$ cat config.mk
export PLATFORM = sky130hd
export DESIGN_NAME = superfx_fetch_unit
export DESIGN_NICKNAME = d
export VERILOG_FILES = /design/src/rtl/superfx_pkg.sv /design/src/rtl/superfx_opcode_fifo.sv /design/src/rtl/superfx_fetch_unit.sv
export SDC_FILE = /design/constraint.sdc
export NUM_CORES = 1
export LEC_CHECK = 0
export CAP_MARGIN = 20
export CORE_MARGIN = 2
export CORE_UTILIZATION = 39
export DETAILED_ROUTE_END_ITERATION = 8
export GPL_TIMING_DRIVEN = 1
export PLACE_DENSITY = 0.78
export SYNTH_ARGS = -nofsm -noshare
export SYNTH_HDL_FRONTEND = slang
export SYNTH_SLANG_ARGS = --single-unit
$ cat constraint.sdc
create_clock -name clk -period 1.9 [get_ports clk]
set_clock_uncertainty 0.2 [all_clocks]
set_input_delay 0.19 -clock clk [delete_from_list [all_inputs] [get_ports clk]]
set_output_delay 0.19 -clock clk [all_outputs]
set_load 0.02 [all_outputs]
$ cat src/rtl/superfx_pkg.sv
// Shared types and constants for the SuperFX instruction fetch path.
package superfx_pkg;

    localparam int ROM_ADDR_W = 24;
    localparam int OPCODE_W   = 8;

    typedef enum logic [1:0] {
        IDLE = 2'd0,
        REQ  = 2'd1,
        ADV  = 2'd2
    } fetch_state_t;

    function automatic logic [ROM_ADDR_W-1:0] rom_byte_addr(input logic [7:0] bank,
                                                            input logic [15:0] pc_val);
        return {bank, pc_val};
    endfunction

endpackage

$ cat src/rtl/superfx_opcode_fifo.sv
// Small shift-style opcode FIFO; entry 0 is always the head so op_data comes straight from a flop.
module superfx_opcode_fifo
    import superfx_pkg::*;
#(
    parameter int DEPTH = 2
) (
    input  logic                clk,
    input  logic                rst,
    input  logic                flush_i,
    input  logic                push_i,
    input  logic [OPCODE_W-1:0] push_data_i,
    input  logic                pop_i,
    output logic                valid_o,
    output logic [OPCODE_W-1:0] head_o,
    output logic                full_o
);

    localparam int CW = $clog2(DEPTH + 1);

    logic [OPCODE_W-1:0] mem_q [DEPTH];
    logic [OPCODE_W-1:0] mem_d [DEPTH];
    logic [CW-1:0]       count_q;
    logic [CW-1:0]       count_d;
    logic                pop_s;
    logic                push_s;

    // Next-state: flush wins; otherwise shift out on pop, then append at the post-pop tail.
    always_comb begin
        pop_s   = pop_i && (count_q != {CW{1'b0}});
        push_s  = push_i && ((count_q != CW'(DEPTH)) || pop_s);
        mem_d   = mem_q;
        count_d = count_q;
        if (flush_i) begin
            for (int i = 0; i < DEPTH; i++) mem_d[i] = {OPCODE_W{1'b0}};
            count_d = {CW{1'b0}};
        end else begin
            if (pop_s) begin
                for (int i = 0; i < DEPTH - 1; i++) mem_d[i] = mem_q[i + 1];
                mem_d[DEPTH-1] = {OPCODE_W{1'b0}};
                count_d        = count_d - CW'(1);
            end else begin
                count_d = count_d;
            end
            if (push_s) begin
                for (int i = 0; i < DEPTH; i++) begin
                    if (CW'(i) == count_d) mem_d[i] = push_data_i;
                end
                count_d = count_d + CW'(1);
            end else begin
                count_d = count_d;
            end
        end
    end

    // Storage and occupancy registers.
    always_ff @(posedge clk or posedge rst) begin
        if (rst) begin
            for (int i = 0; i < DEPTH; i++) mem_q[i] <= {OPCODE_W{1'b0}};
            count_q <= {CW{1'b0}};
        end else begin
            mem_q   <= mem_d;
            count_q <= count_d;
        end
    end

    assign valid_o = (count_q != {CW{1'b0}});
    assign head_o  = mem_q[0];
    assign full_o  = (count_q == CW'(DEPTH));

endmodule

$ cat src/rtl/superfx_fetch_unit.sv
// SuperFX opcode fetch unit: IDLE/REQ/ADV sequencer feeding an opcode FIFO.
// Define SUPERFX_FETCH_PREFETCH_EN for a 2-deep queue (prefetch); default is 1-deep.
module superfx_fetch_unit
    import superfx_pkg::*;
(
    input  logic                  clk,
    input  logic                  reset,
    input  logic                  go,
    input  logic                  flush,
    input  logic [15:0]           pc,
    input  logic [7:0]            pbr,
    output logic                  pcen,
    output logic                  cchld,
    output logic                  rom_req,
    output logic [ROM_ADDR_W-1:0] rom_addr,
    input  logic                  rom_ack,
    input  logic [OPCODE_W-1:0]   rom_data,
    output logic                  op_valid,
    output logic [OPCODE_W-1:0]   op_data,
    input  logic                  op_ready
);

`ifdef SUPERFX_FETCH_PREFETCH_EN
    localparam int QDEPTH = 2;
`else
    localparam int QDEPTH = 1;
`endif

    fetch_state_t          state_q;
    fetch_state_t          state_d;
    logic                  discard_q;
    logic                  discard_d;
    logic [ROM_ADDR_W-1:0] addr_q;
    logic [ROM_ADDR_W-1:0] addr_d;
    logic                  push_s;
    logic                  pop_s;
    logic                  full_s;

    // Sequencer: the address is captured on entry to REQ so a mid-access PC reload cannot move it.
    always_comb begin
        state_d   = state_q;
        discard_d = discard_q;
        addr_d    = addr_q;
        push_s    = 1'b0;
        case (state_q)
            IDLE: begin
                if (go && !flush && !full_s) begin
                    state_d = REQ;
                    addr_d  = rom_byte_addr(pbr, pc);
                end else begin
                    state_d = IDLE;
                end
            end
            REQ: begin
                if (rom_ack) begin
                    discard_d = 1'b0;
                    if (discard_q || flush) begin
                        state_d = IDLE;
                    end else begin
                        state_d = ADV;
                        push_s  = 1'b1;
                    end
                end else if (flush) begin
                    discard_d = 1'b1;
                end else begin
                    state_d = REQ;
                end
            end
            ADV: begin
                state_d = IDLE;
            end
            default: begin
                state_d   = IDLE;
                discard_d = 1'b0;
            end
        endcase
    end

    // Sequencer state registers.
    always_ff @(posedge clk or posedge reset) begin
        if (reset) begin
            state_q   <= IDLE;
            discard_q <= 1'b0;
            addr_q    <= {ROM_ADDR_W{1'b0}};
        end else begin
            state_q   <= state_d;
            discard_q <= discard_d;
            addr_q    <= addr_d;
        end
    end

    assign pop_s    = op_valid && op_ready;
    assign rom_req  = (state_q == REQ);
    assign cchld    = (state_q == REQ);
    assign rom_addr = addr_q;
    // A reload during ADV means the PC is already being rewritten; advancing it would corrupt the target.
    assign pcen     = (state_q == ADV) && !flush;

    superfx_opcode_fifo #(
        .DEPTH(QDEPTH)
    ) u_fifo (
        .clk         (clk),
        .rst         (reset),
        .flush_i     (flush),
        .push_i      (push_s),
        .push_data_i (rom_data),
        .pop_i       (pop_s),
        .valid_o     (op_valid),
        .head_o      (op_data),
        .full_o      (full_s)
    );

endmodule

==> flow_summary.ini <==
[outcome]
status = finished, final reports clean

[sta]
slew_headroom_pct = 70.6
period_minus_slack_ns = 1.74
holdWs_ns = 0.139
timing.fmax_ghz = 0.576
setup_ws_ns = 0.163
fin_setup_tns_ns = 0
final-setup-viol-count = 0
slew_violations = 0
fin_crit_sh_pct = 91.4
worst_slew_pin_slew_ns = 0.441
rsz0062_at_grt = no
hold_viol_final = 0

[yosys]
yosys_warnings = 0
synthCells = 92
ys_seq_area_share_pct = 60.9
synth-edff-count = 0
ys_ff_latch = 36
avgSynthCellArea_sq_um = 16.1
ys.flop_type = dfrtp_1
syn_area_sq_um = 1480
synthesis.nets = 130
async_flop_share_pct = 100
yosys.area.top_type = dfrtp_1
ys_types = 20
synth.most_common_cell = dfrtp_1
yosys-top-cells-count = dfrtp_1, mux2_4, a32o_1
synth_area_leaders = dfrtp_1, mux2_4, a32o_1
yosys.area.top_type_share_pct = 60.9

[critical_path]
path_class = flip-flop to output pin
critPathCaptureType = output pin
slowest_stage = clkdlybuf4s50_1
crit_path_max_fanout = 5
arrival_ns = 1.35
cp_cell_sequence = clkdlybuf4s50_1
cp_top_family = buffers and inverters
max_stage_delay_ns = 0.64
critPathRequiredTime_ns = 1.51
start_kind = flip-flop
crit_buf_inv = 1

[grt]
grt_first_pass_wirelength_mm = 5.65
grt_use_total_pct = 17.4
grt_start_max_net_pins = 37
grt_pass1_vias = 1207
antenna_found_initial = 0
overflow = 0

[cts]
cts_max_path_buffers = 2
clock-sinks = 36
cts_tree = done
numCtsBuffers = 5
postCtsHoldBufs = 0
clock_latency_ns = 0.27
clk_pin_slew_ns = 0.07
clockRootBuffer = clkbuf_8
cts_max_level = 2

[floorplan]
start_util_pct = 40.4
core_region_area_sq_um = 3660
die_w_um = 65.6
die_y_um = 65.6
num_rows = 22
ios = 74
die_area_sq_um = 4300

[place]
place_congestion = 0.804
place_hpwl_mm = 2.58
dp_cells = 214
post-place-ws_ns = 0.00118
port_buffers = 73

[routing]
wl_per_cell_um = 15.2
drt-initial-drc-count = 43
avgViaCountPerCell = 4.90
drc_errors = 0
vias = 1082
drtPass1Iterations = 3
totalWireLength_mm = 3.37
ant_nets = 0

[cells_and_area]
area_growth_pct = 61.7
final_cells = 221
final_nets = 211
antennaDiodeCount = 0
drive_above_1_share_pct = 19.1

[power_and_ir_drop]
p_leak_uw = 0.00106
power_density_nw_per_um2 = 1100
finalPower_uw = 2630
max-vdd-ir-drop_mv = 0.678

[run]
cap_violations = 0

[worst_hold_path]
min_path_type = input port to async pin
cells in the final DEF, fill, tap and decap left out, types with 2 or more instances in the layout:
cell type,count
buf_12,2
nor2_1,4
and3_1,2
mux2_4,19
a32o_1,8
dlygate4sd2_1,3
inv_1,3
mux2_1,5
clkdlybuf4s50_1,70
dfrtp_1,36
buf_4,4
clkbuf_8,7
area by class of cell:
class | instances | area, sq um
repair buffers | 79 | 797
well taps | 48 | 60.1
flip-flops and latches | 36 | 901
multi-input cells | 48 | 526
fillers | 272 | 1270
clock buffers | 7 | 96.3
inverters | 3 | 11.3
sequential cells by signal, indices dropped and copies added, names as in the netlist:
signal,flops
rom_addr,24
u_fifo.head_o,8
state_q,2
discard_q,1
u_fifo.full_o,1
what timing repair did:
item                       in CTS  in global routing
buffers inserted                0                  0
setup endpoints to repair       3                  1
gates cloned                    0                  0
resized for setup               3                  1
tightest hold or removal path: stages:
cell,delay (ns)
clkdlybuf4s50_1,0.41
inv_1,0.06
buf_4,0.39
per-layer routing:
metal / routed length [um] / global-route usage [%] / up-vias
li1: - / - / 495
met5: 0 / 0 / -
met2: 1780 / 29.8 / 39
met3: 196 / 5.31 / 2
met1: 1370 / 20.8 / 546
met4: 18 / 5.47 / 0
through the flow:
| step | util, % | area [sq um] |
|---|---|---|
| floorplan | - | 1480 |
| global placement | 62.6 | 2290 |
| detailed placement | 62.6 | 2290 |
| CTS | 65.2 | 2390 |
| global route | 65.3 | 2390 |
| finish | 65.3 | 2390 |
cell families after synthesis:
group / count (synthesis) / share of synthesized area [%]
AND/OR/NAND/NOR: 11 / 4.32
buffers and inverters: 8 / 3.89
AO/OA/AOI/OAI: 13 / 7.78
flip-flops: 36 / 60.9
multiplexers: 24 / 23.1
worst paths after layout:
kind                       slack [ns]  depth (start not counted)                    endpoint                    start
max in group asynchronous        1.05                          3     rom_addr[7]$_DFFE_PP0P_                    reset
hold / removal                   0.14                          3  u_fifo.head_o[3]$_DFF_PP0_                    reset
hold reg to reg                  0.30                          1     rom_addr[0]$_DFFE_PP0P_  rom_addr[0]$_DFFE_PP0P_
setup / recovery                 0.16                          1                    op_valid  u_fifo.full_o$_DFF_PP0_
min in group clk                 0.30                          1     rom_addr[0]$_DFFE_PP0P_  rom_addr[0]$_DFFE_PP0P_
setup reg to reg                 0.23                          4    rom_addr[20]$_DFFE_PP0P_   state_q[0]$_DFFE_PP0P_
power breakdown:
group	switching, uW	internal, uW
Sequential	111	948
Clock	241	323
Combinational	420	586
No activity file was read; power rests on OpenSTA's default activity.
